===== config.mk =====
export PLATFORM = sky130hd
export DESIGN_NAME = wb_dsp_slave_regs
export DESIGN_NICKNAME = d
export VERILOG_FILES = /design/src/rtl/wb_dsp_pkg.sv /design/src/rtl/wb_dsp_fifo.sv /design/src/rtl/wb_dsp_slave_regs.sv
export SDC_FILE = /design/constraint.sdc
export NUM_CORES = 1
export LEC_CHECK = 0
export BUFFER_PORTS_ARGS = -buffer_cell sky130_fd_sc_hd__buf_2
export CORE_MARGIN = 3
export CORE_UTILIZATION = 54
export DETAILED_ROUTE_END_ITERATION = 12
export PLACE_DENSITY = 0.9
export SYNTH_ARGS = -nofsm -noshare
export SYNTH_HDL_FRONTEND = slang
export SYNTH_HIERARCHICAL = 1
export SYNTH_SLANG_ARGS = --single-unit

===== constraint.sdc =====
create_clock -name wb_clk -period 3.92 [get_ports wb_clk]
set_input_delay 0.196 -clock wb_clk [delete_from_list [all_inputs] [get_ports wb_clk]]
set_output_delay 0.196 -clock wb_clk [all_outputs]
set_load 0.01 [all_outputs]

===== src/rtl/wb_dsp_pkg.sv =====
// Shared definitions for the DSP job-control Wishbone slave: register map,
// ID value, Wishbone cycle-type encodings and the response FSM states.
package wb_dsp_pkg;

  // Word index within the 32-byte register window (adr[4:2])
  localparam logic [2:0] REG_CTRL   = 3'd0;
  localparam logic [2:0] REG_STATUS = 3'd1;
  localparam logic [2:0] REG_SRC    = 3'd2;
  localparam logic [2:0] REG_DST    = 3'd3;
  localparam logic [2:0] REG_LEN    = 3'd4;
  localparam logic [2:0] REG_FIFO   = 3'd5;
  localparam logic [2:0] REG_IRQ    = 3'd6;
  localparam logic [2:0] REG_ID     = 3'd7;

  localparam logic [31:0] ID_VALUE = 32'h4453_5001;

  typedef enum logic [2:0] {
    CTI_CLASSIC = 3'b000,
    CTI_CONST   = 3'b001,
    CTI_INCR    = 3'b010,
    CTI_END     = 3'b111
  } cti_e;

  typedef enum logic [1:0] {
    BTE_LINEAR = 2'b00,
    BTE_WRAP4  = 2'b01,
    BTE_WRAP8  = 2'b10,
    BTE_WRAP16 = 2'b11
  } bte_e;

  typedef enum logic [1:0] {
    ST_IDLE  = 2'd0,
    ST_RESP  = 2'd1,
    ST_BURST = 2'd2
  } resp_state_e;

  function automatic logic [31:0] byte_merge(input logic [31:0] old_val,
                                             input logic [31:0] new_val,
                                             input logic [3:0]  sel);
    logic [31:0] res;
    res = old_val;
    for (int i = 0; i < 4; i++)
      if (sel[i]) res[i*8 +: 8] = new_val[i*8 +: 8];
    return res;
  endfunction

endpackage


===== src/rtl/wb_dsp_fifo.sv =====
// Sample FIFO between the bus and the DSP core; push is dropped when full,
// pop is dropped when empty, head reads 0 while empty.
module wb_dsp_fifo #(
  parameter int DW    = 32,
  parameter int DEPTH = 4
) (
  input  logic                     clk,
  input  logic                     rst_n,
  input  logic                     push,
  input  logic [DW-1:0]            push_data,
  input  logic                     pop,
  output logic [DW-1:0]            head,
  output logic                     full,
  output logic                     empty,
  output logic [$clog2(DEPTH):0]   count
);

  localparam int PW = $clog2(DEPTH);
  localparam int CW = PW + 1;

  logic [DW-1:0] mem [DEPTH];
  logic [PW-1:0] wr_ptr, rd_ptr;
  logic          do_push, do_pop;

  assign full    = (count == CW'(DEPTH));
  assign empty   = (count == '0);
  assign do_push = push & ~full;
  assign do_pop  = pop & ~empty;
  assign head    = empty ? '0 : mem[rd_ptr];

  always_ff @(posedge clk) begin
    if (do_push) mem[wr_ptr] <= push_data;
  end

  // Pointers wrap naturally because DEPTH is a power of two
  always_ff @(posedge clk) begin
    if (!rst_n) begin
      wr_ptr <= '0;
      rd_ptr <= '0;
      count  <= '0;
    end else begin
      if (do_push) wr_ptr <= wr_ptr + PW'(1);
      if (do_pop)  rd_ptr <= rd_ptr + PW'(1);
      case ({do_push, do_pop})
        2'b10:   count <= count + CW'(1);
        2'b01:   count <= count - CW'(1);
        default: count <= count;
      endcase
    end
  end

endmodule


===== src/rtl/wb_dsp_slave_regs.sv =====
// Wishbone B3 register slave for the DSP core: job registers, start pulse,
// done interrupt and a sample FIFO, with classic and incrementing bursts.
// Handshake: a beat is taken when cyc&stb is high at an edge while no
// response is asserted (or while a burst continues); exactly one of
// ack/err/rty answers it on the next cycle, for one cycle.
module wb_dsp_slave_regs
  import wb_dsp_pkg::*;
#(
  parameter int            dw         = 32,
  parameter int            aw         = 32,
  parameter logic [aw-1:0] BASE_ADDR  = 32'h0000_0000,
  parameter int            FIFO_DEPTH = 4
) (
  input  logic          wb_clk,
  input  logic          wb_rst,
  input  logic [aw-1:0] wb_adr_i,
  input  logic [dw-1:0] wb_dat_i,
  input  logic [3:0]    wb_sel_i,
  input  logic          wb_we_i,
  input  logic          wb_cyc_i,
  input  logic          wb_stb_i,
  input  logic [2:0]    wb_cti_i,
  input  logic [1:0]    wb_bte_i,
  output logic [dw-1:0] wb_dat_o,
  output logic          wb_ack_o,
  output logic          wb_err_o,
  output logic          wb_rty_o,
  output logic [dw-1:0] src_addr_o,
  output logic [dw-1:0] dst_addr_o,
  output logic [dw-1:0] length_o,
  output logic          start_o,
  output logic          irq_en_o,
  output logic          irq_o,
  input  logic          busy_i,
  input  logic          done_i,
  input  logic          fifo_rd_i,
  output logic [dw-1:0] fifo_dat_o,
  output logic          fifo_empty_o,
  output logic [1:0]    dbg_state
);

  localparam int CW = $clog2(FIFO_DEPTH) + 1;

  resp_state_e    state;
  logic           irq_en, irq_stat, irq_en_nxt, irq_stat_nxt;
  logic           beat, take, hit, dec_err, dec_rty, do_write, fifo_full;
  logic [2:0]     word;
  logic [dw-1:0]  rd_data;
  logic [CW-1:0]  fifo_count;
  logic [2:0]     unused_bits;

  assign unused_bits = {wb_bte_i, ^wb_adr_i[1:0]};
  assign dbg_state   = state;
  assign irq_en_o    = irq_en;

  assign beat = wb_cyc_i & wb_stb_i;
  assign take = beat & ((state == ST_IDLE) | (state == ST_BURST));
  assign hit  = (wb_adr_i[aw-1:5] == BASE_ADDR[aw-1:5]);
  assign word = wb_adr_i[4:2];

  always_comb begin
    dec_err  = !hit
             || (wb_we_i && (word == REG_STATUS || word == REG_ID))
             || (word == REG_FIFO && wb_sel_i != 4'hF);
    dec_rty  = !dec_err && wb_we_i && word == REG_FIFO && fifo_full;
    do_write = take && wb_we_i && !dec_err && !dec_rty;
  end

  always_comb begin
    rd_data = '0;
    case (word)
      REG_CTRL:   rd_data[1] = irq_en;
      REG_STATUS: begin
        rd_data[0]   = busy_i;
        rd_data[1]   = fifo_empty_o;
        rd_data[2]   = fifo_full;
        rd_data[8:4] = 5'(fifo_count);
      end
      REG_SRC:    rd_data = src_addr_o;
      REG_DST:    rd_data = dst_addr_o;
      REG_LEN:    rd_data = length_o;
      REG_FIFO:   rd_data = fifo_dat_o;
      REG_IRQ:    rd_data[0] = irq_stat;
      default:    rd_data = dw'(ID_VALUE);
    endcase
  end

  // A done pulse wins over a simultaneous write-1-to-clear
  always_comb begin
    irq_en_nxt   = irq_en;
    irq_stat_nxt = irq_stat;
    if (do_write && word == REG_CTRL && wb_sel_i[0]) irq_en_nxt = wb_dat_i[1];
    if (do_write && word == REG_IRQ && wb_sel_i[0] && wb_dat_i[0]) irq_stat_nxt = 1'b0;
    if (done_i) irq_stat_nxt = 1'b1;
  end

  always_ff @(posedge wb_clk) begin
    if (!wb_rst) begin
      state      <= ST_IDLE;
      wb_ack_o   <= 1'b0;
      wb_err_o   <= 1'b0;
      wb_rty_o   <= 1'b0;
      wb_dat_o   <= '0;
      src_addr_o <= '0;
      dst_addr_o <= '0;
      length_o   <= '0;
      start_o    <= 1'b0;
      irq_en     <= 1'b0;
      irq_stat   <= 1'b0;
      irq_o      <= 1'b0;
    end else begin
      wb_ack_o <= 1'b0;
      wb_err_o <= 1'b0;
      wb_rty_o <= 1'b0;
      wb_dat_o <= '0;
      start_o  <= 1'b0;

      case (state)
        ST_IDLE:  if (beat) state <= (wb_cti_i == CTI_INCR) ? ST_BURST : ST_RESP;
        ST_RESP:  state <= ST_IDLE;
        ST_BURST: if (beat) state <= (wb_cti_i == CTI_INCR) ? ST_BURST : ST_RESP;
                  else      state <= ST_IDLE;
        default:  state <= ST_IDLE;
      endcase

      if (take) begin
        wb_ack_o <= !dec_err && !dec_rty;
        wb_err_o <= dec_err;
        wb_rty_o <= dec_rty;
        if (!dec_err && !wb_we_i) wb_dat_o <= rd_data;
      end

      if (do_write) begin
        case (word)
          REG_CTRL: start_o    <= wb_sel_i[0] & wb_dat_i[0];
          REG_SRC:  src_addr_o <= byte_merge(src_addr_o, wb_dat_i, wb_sel_i);
          REG_DST:  dst_addr_o <= byte_merge(dst_addr_o, wb_dat_i, wb_sel_i);
          REG_LEN:  length_o   <= byte_merge(length_o, wb_dat_i, wb_sel_i);
          default:  ;
        endcase
      end

      irq_en   <= irq_en_nxt;
      irq_stat <= irq_stat_nxt;
      irq_o    <= irq_stat_nxt & irq_en_nxt;
    end
  end

  wb_dsp_fifo #(
    .DW    (dw),
    .DEPTH (FIFO_DEPTH)
  ) u_fifo (
    .clk       (wb_clk),
    .rst_n     (wb_rst),
    .push      (do_write && word == REG_FIFO),
    .push_data (wb_dat_i),
    .pop       (fifo_rd_i),
    .head      (fifo_dat_o),
    .full      (fifo_full),
    .empty     (fifo_empty_o),
    .count     (fifo_count)
  );

endmodule


Word-level counts from Yosys, hierarchy flattened:

Memory sizes are Yosys's and may differ from the RTL's. A register that Yosys moved wholly into a read port is not among the register bits.
Index checks and enable logic that the tools add are counted.

* multiplexer cells: 19
* eq/ne operators: 14
* order comparisons: 0
* multiply operators: 0
* reductions and logical operators: 44
* bitwise operators: 9
* div/mod/pow operators: 0
* $add $sub $neg: 4
* shift operators: 0

Operator list (number)
* $pmux 23 s5: 1
* $reduce_and 3->1: 14
* $mux 32: 1
* $logic_not 27->1: 1
* $pmux 5 s5: 1
* $logic_and 1x1->1: 16
* $eq 3x3->1 const B: 5
* $mux 2: 5
* $eq 3x2->1 const B: 3
* $pmux 1 s7: 1
* $and 1x1->1: 6
* $logic_not 3->1: 2
* $pmux 1 s6: 1
* $pmux 3 s2: 1
* $mux 1: 5
* $pmux 1 s5: 1
* $add 2x1->2 const B: 2
* $eq 2x2->1 const B: 2
* $logic_not 1->1: 4
* $ne 4x4->1 const B: 1
* $pmux 1 s4: 1
* $pmux 2 s2: 1
* $add 3x1->3 const B: 1
* $eq 3x1->1 const B: 1
* other kinds (10): 13

* bits in read-only memories: 0
* bits of input ports: 81
* memory bits (writable): 128
* register bits: 144
* latch bits: 0
* memories kept: 1

Memories
* u_fifo.mem: words 4, bits a word 32, read ports 1, clocked after memory_dff 1, write ports 1, RTL line wb_dsp_fifo.sv:21 `logic [DW-1:0] mem [DEPTH];`

Longest topological paths before layout:

* word-level depth: 17
* depth in mapped cells: 17
* mapped depth without buffers: 13

Cells and area by module:

The synthesis kept the hierarchy.

Modules (own cells, without submodules)
* wb_dsp_slave_regs: area an instance 6053.3 µm², times used 1, seq. area each 2742.6 µm², cells each 583
* wb_dsp_fifo: area an instance 5330.1 µm², times used 1, seq. area each 4023.9 µm², cells each 256

Worst setup path after synthesis:

Ideal clock, no wire load.

* kind: in2reg
* from: in wb_adr_i[15]
* to: mem u_fifo.mem[0][0] (enable)
* data arrival time: 2887 ps
* slack: 641 ps
* cell stages on the path: 8
* buffers on the path: 2
* data required time: 3528 ps
* setup time: 392 ps
* path through: nor4_1 -> nand4_2 -> buf_2 -> nor4_1 -> and2_1 -> nor2b_1 -> clkbuf_1 -> and2_1

* cells in the longest elaborated chain, start to end: 14
* elaborated cells on any way between the ends: 15
* classes of those cells: mux: 2; bitwise: 1; reduce/logical: 12

RTL lines
* start, declared: RTL line wb_dsp_slave_regs.sv:16 `input logic [aw-1:0] wb_adr_i,`
* $logic_not 27->1 *: RTL line wb_dsp_slave_regs.sv:58 `assign hit = (wb_adr_i[aw-1:5] == BASE_ADDR[aw-1:5]);`
* $logic_not 1->1 *: RTL line wb_dsp_slave_regs.sv:62 `dec_err = !hit`
* $logic_or 1x1->1 *: RTL line wb_dsp_slave_regs.sv:63 `|| (wb_we_i && (word == REG_STATUS || word == REG_ID))`
* $logic_or 1x1->1 *: RTL line wb_dsp_slave_regs.sv:64 `|| (word == REG_FIFO && wb_sel_i != 4'hF);`
* $logic_not 1->1 *: RTL line wb_dsp_slave_regs.sv:65, wb_dsp_slave_regs.sv:66
* $logic_and 1x1->1 (3 in series): RTL line wb_dsp_slave_regs.sv:65 `dec_rty = !dec_err && wb_we_i && word == REG_FIFO && fifo_full;`
* $logic_not 1->1: RTL line wb_dsp_slave_regs.sv:66 `do_write = take && wb_we_i && !dec_err && !dec_rty;`
* $logic_and 1x1->1 *: RTL line wb_dsp_slave_regs.sv:66
* $logic_and 1x1->1 *: RTL line wb_dsp_slave_regs.sv:155 `.push (do_write && word == REG_FIFO),`
* $and 1x1->1 *: RTL line wb_dsp_fifo.sv:27 `assign do_push = push & ~full;`
* $mux 1 *: RTL line wb_dsp_fifo.sv:32 `if (do_push) mem[wr_ptr] <= push_data;`
* $mux 1 (not written as such) *: RTL line wb_dsp_fifo.sv:32
* end, declared: RTL line wb_dsp_fifo.sv:21

Every way passes the cells marked *; elsewhere a longest branch is shown, timed or not.

Worst setup path in the final report:

* from: reg u_fifo.count[2]
* to: reg u_fifo.count[2]

* cells in the longest elaborated chain, start to end: 8
* elaborated cells on any way between the ends: 16
* classes of those cells: add/sub: 2; eq/ne: 3; mux: 1; bitwise: 4; reduce/logical: 6

RTL lines
* start, declared: RTL line wb_dsp_fifo.sv:15 `output logic [$clog2(DEPTH):0] count`
* start signal, assigned: RTL line wb_dsp_fifo.sv:45 `2'b10: count <= count + CW'(1);`
* start signal, assigned: RTL line wb_dsp_fifo.sv:46 `2'b01: count <= count - CW'(1);`
* start signal, assigned: RTL line wb_dsp_fifo.sv:47 `default: count <= count;`
* $eq 3x3->1 *: RTL line wb_dsp_fifo.sv:25 `assign full = (count == CW'(DEPTH));`
* via fifo_full: RTL line wb_dsp_slave_regs.sv:46 `logic beat, take, hit, dec_err, dec_rty, do_write, fifo_full;`
* $logic_and 1x1->1: RTL line wb_dsp_slave_regs.sv:65
* $logic_not 1->1: RTL line wb_dsp_slave_regs.sv:66
* $logic_and 1x1->1: RTL line wb_dsp_slave_regs.sv:66
* $logic_and 1x1->1: RTL line wb_dsp_slave_regs.sv:155
* $and 1x1->1 *: RTL line wb_dsp_fifo.sv:27
* $eq 2x1->1 or $eq 2x2->1 (tied branches): RTL line wb_dsp_fifo.sv:44 `case ({do_push, do_pop})`
* $pmux 3 s2 or $reduce_bool 2->1 (tied branches)

Mark *: on every way through the listed nets, which the timed path passes. The rest lies on a longest branch.
A chain may end at the register's enable or synchronous reset.

==> PnR_summary.wiki <==
{| class="wikitable"
! Metric !! Value
|-
| Worst-path clk slew || 0.06 ns
|-
| Total congestion overflow || 0
|-
| Total of endpoints with negative setup slack in the final report || 0
|-
| Via count of the first global-routing pass || 8221
|-
| Largest net degree at the start of global routing || 110
|-
| Syn Inst Count || 839
|-
| Slowest stage cell, crit path || sky130_fd_sc_hd__nand4b_1
|-
| Top fanout value on the critical path || 13
|-
| Worst slew margin || 0.212
|-
| Largest vdd supply drop || 0.352 mV
|-
| Critical Setup Path Class || flop to flop
|-
| Kind of capture point of the worst setup path || flop
|-
| CP dominant cell by count || sky130_fd_sc_hd__inv_1
|-
| Startpoint of the tightest hold check path || done_i
|-
| Maximum clock frequency || 296 MHz
|-
| Detail Placement HPWL || 20700 microns
|-
| Number of iterations in the first detailed-routing pass || 6
|-
| Period minus WS final || 3.37 ns
|-
| Global placer's final weighted congestion || 0.839
|-
| Rows || 52
|-
| Clk Latency, worst-skew pair || 0.54 ns
|-
| MaxCap Viol Count || 0
|-
| Largest stage delay on the critical path || 0.51 ns
|-
| Required time at the endpoint of the critical path || 4.37 ns
|-
| TritonCTS clock tree || done
|-
| Type of origin of the critical path || flop
|-
| Worst hold endpoint || irq_stat$_SDFF_PN0_
|-
| Initial drt markers || 538
|-
| RSZ-0062 raised after global routing || false
|-
| Placed instance area || between 0.01 and 0.015 sq mm
|-
| Flop and latch count out of synthesis || 274
|-
| Horizontal die dimension || 151 microns
|-
| Post-route clock period utilization || 0.861
|-
| Antenna violations before repair || 1
|-
| Number of buffers created by CTS || 28
|-
| Floorplan die height || 151 microns
|-
| Ordered cell list for the critical path || nor3b_1, nand4b_1, nand2_1, nor4_1, and2_1, nor2b_1, inv_1, ha_1, inv_1, fa_1, xor2_1, or3_1, a21boi_0
|-
| Cell area power density || 405 mW/mm^2
|-
| Netlist area before placement || 0.0114 sq mm
|-
| Final number of max-transition violations || 0
|-
| Post-detailed-routing wire length || 32000 microns
|-
| Post-synth ARST share || 0
|-
| Number of warnings reported in the yosys synthesis log || 6
|-
| Wire length of the first global-routing pass || between 40000 and 50000 microns
|-
| CTS HTree Levels || 1
|-
| Setup Total Neg Slack || 0 ns
|-
| Synthesized area per cell || 13.6 sq um
|-
| Total count of hold-check failures in the final report || 0
|-
| I/O pins || 250
|-
| Slew @ Worst Pin || 1.18 ns
|-
| Filler cell count in the final layout || 1392
|-
| Sequential share of the synthesized area || 0.594
|-
| Multi-input logic area || 0.00436 sq mm
|-
| Post-synth cell types || 51
|-
| Final standard cell area without fillers || between 0.01 and 0.015 sq mm
|-
| Depth of the worst register-to-register path || 13
|-
| Outcome || finished clean
|-
| Post-detailed-route count of antenna-violating nets || 0
|-
| Remaining routing DRC violations || 0
|-
| Lkg Pwr || roughly 5.3 nW
|-
| Storage cell area || between 0.006 and 0.007 sq mm
|-
| Class of the worst hold path || primary input to flop
|-
| CTS Root Cell || sky130_fd_sc_hd__clkbuf_16
|-
| Initial core utilization || 0.555
|-
| Total clock sinks || 274
|-
| Worst reg2reg path startpoint || u_fifo/count[2]$_SDFFE_PN0P_
|-
| Count of vias placed by the detailed router || 8350
|-
| Proportion of layout cells with a drive suffix above 1 || 0.327
|-
| Detailed-route wire length per cell || 22.5 microns
|-
| Hold path depth || 3
|-
| Startpoint of the worst setup timing path || u_fifo/count[2]$_SDFFE_PN0P_
|-
| Setup skew after layout || between 0.01 and 0.015 ns
|-
| Top cells by area in the synthesized netlist || sky130_fd_sc_hd__edfxtp_1 34%, sky130_fd_sc_hd__dfxtp_1 26%, sky130_fd_sc_hd__mux2i_1 9.4%
|-
| Vias per cell || about 5.9
|-
| Mapped Nets || about 930
|-
| Die area || 0.0229 sq mm
|-
| Most common flop cell mapped by yosys || sky130_fd_sc_hd__dfxtp_1
|-
| Number of enable-type register cells in the synthesized netlist || 128
|-
| Arrival time reported for the critical path endpoint || 3.83 ns
|-
| Worst flop-to-flop path endpoint || u_fifo/count[2]$_SDFFE_PN0P_
|-
| Overall routing resource usage || 0.269
|-
| Area growth syn-to-layout || 25.0%
|-
| Minimum setup slack among reg-to-reg paths || 0.55 ns
|-
| Final nets || 1213
|-
| Top cell type by total area after synthesis || sky130_fd_sc_hd__edfxtp_1
|-
| Core box area || about 0.020 sq mm
|-
| Fraction of synthesized cell area taken by the top area cell type || 0.338
|-
| IO buf count || between 200 and 250
|-
| Maximum clock insertion buffer count || 3
|}
==> metal layers <==
metal | GRT usage | part of all wire | vias up
met2 | 0.460 | 0.48 | 518
met5 | 0 | 0 | -
li1 | - | - | 3701
met3 | 0.0530 | 0.095 | 89
met1 | 0.336 | 0.38 | 4042
met4 | 0.110 | 0.043 | 0
==> cell usage after synthesis (10+ instances only) <==
cell type,number
sky130_fd_sc_hd__edfxtp_1,128
sky130_fd_sc_hd__o21ai_0,10
sky130_fd_sc_hd__a21oi_1,16
sky130_fd_sc_hd__a221oi_1,10
sky130_fd_sc_hd__nor2_1,36
sky130_fd_sc_hd__nand4_1,13
sky130_fd_sc_hd__mux4_2,33
sky130_fd_sc_hd__a22oi_1,30
sky130_fd_sc_hd__nor2b_1,133
sky130_fd_sc_hd__dfxtp_1,146
sky130_fd_sc_hd__nor4_4,12
sky130_fd_sc_hd__clkbuf_1,31
sky130_fd_sc_hd__nand2_1,28
sky130_fd_sc_hd__mux2i_1,107
==> stage by stage <==
step	setup WS (ns)	util	power (W)	hold WS, ns	instances
global placement	0.807	0.633	0.00324	0.398	1329
finish	0.546	0.694	0.00577	0.0317	1419
detailed placement	0.696	0.633	0.00325	0.404	1329
global route	0.355	0.694	0.00591	0.0327	1419
CTS	0.614	0.694	0.00580	0.00494	1418
floorplan	0.641	-	0.00314	0.288	839
==> cell usage in the layout, fill, tap and decap left out, types with 7 or more instances in the layout <==
cell,netlist,final
sky130_fd_sc_hd__mux2i_1,107,107
sky130_fd_sc_hd__a22oi_1,30,30
sky130_fd_sc_hd__nor4_1,7,7
sky130_fd_sc_hd__mux4_2,33,33
sky130_fd_sc_hd__a221oi_1,10,10
sky130_fd_sc_hd__edfxtp_1,128,128
sky130_fd_sc_hd__nand4_1,13,13
sky130_fd_sc_hd__mux2_2,9,9
sky130_fd_sc_hd__nor4_4,12,12
sky130_fd_sc_hd__o21ai_0,10,10
sky130_fd_sc_hd__dlygate4sd3_1,0,37
sky130_fd_sc_hd__inv_1,9,9
sky130_fd_sc_hd__buf_4,0,20
sky130_fd_sc_hd__buf_2,9,245
sky130_fd_sc_hd__dfxtp_1,146,144
sky130_fd_sc_hd__nor2b_1,133,133
sky130_fd_sc_hd__a21oi_1,16,16
sky130_fd_sc_hd__nor2_1,36,36
sky130_fd_sc_hd__nand2_1,28,28
sky130_fd_sc_hd__clkbuf_16,0,29
sky130_fd_sc_hd__clkbuf_1,31,11
==> cell families (layout without fill, tap and decap cells) <==
group | count (synthesis) | in the layout | synth area share
DFF | 274 | 274 | 0.594
muxes | 149 | 149 | 0.168
other | 0 | 1 | 0
adders and majority gates | 6 | 6 | 0.00725
and+or+nand+nor | 263 | 263 | 0.151
AOI/OAI and AO/OA | 86 | 86 | 0.0535
xor gates and xnor gates | 2 | 2 | 0.00154
buffers and inverters | 59 | 368 | 0.0244
==> worst max-delay path: cells and delay by family (launching register included) <==
kind | cells | cell delay [ns]
XOR/XNOR | 1 | 0.16
buffers and inverters | 2 | 0.12
AND/OR/NAND/NOR | 7 | 1.87
adder cells (fa/ha/maj) | 2 | 0.55
flip-flops | 1 | 0.44
AO/OA/AOI/OAI | 1 | 0.17
==> sequential cells by signal (all words and copies together) (netlist names), named ones only <==
register / flops
u_fifo/mem: 128
irq_stat: 1
u_fifo/wr_ptr: 2
dst_addr_o: 32
dbg_state: 2
start_o: 1
wb_err_o: 1
src_addr_o: 32
wb_rty_o: 1
irq_en_o: 1
length_o: 32
u_fifo/count: 3
irq_o: 1
wb_ack_o: 1
u_fifo/rd_ptr: 2
wb_dat_o: 32
==> power by group <==
group | switching [W] | total (W) | internal, W | leakage [nW]
combinational | 0.000136 | 0.000228 | 0.0000921 | 2.53
sequential | 0.000000879 | 0.00299 | 0.00299 | 2.33
clock | 0.00106 | 0.00255 | 0.00149 | 0.432
==> layout make-up <==
cell class / count / area share
clock inverter: 9 / 0.00554
sequential: 274 / 0.476
multi-input combinational: 506 / 0.306
clock buffer: 43 / 0.0568
tap: 270 / 0.0237
inverter: 9 / 0.00237
antenna: 1 / 0.000176
timing repair buffer: 307 / 0.130
==> repair_timing <==
item	CTS	global route
hold buffers	37	0
endpoints found under the hold margin	132	0
setup buffers	0	0
gates resized for setup	0	0
==> how the worst max path moves through the flow <==
stage,end,cells past startpoint
floorplan,u_fifo/mem[0][0]$_DFFE_PP_,8
global route,u_fifo/count[2]$_SDFFE_PN0P_,13
finish,u_fifo/count[2]$_SDFFE_PN0P_,13
global placement,u_fifo/count[2]$_SDFFE_PN0P_,13
detailed placement,u_fifo/count[2]$_SDFFE_PN0P_,13
CTS,u_fifo/count[2]$_SDFFE_PN0P_,13
Note: power is estimated with default switching activity, not from simulation.
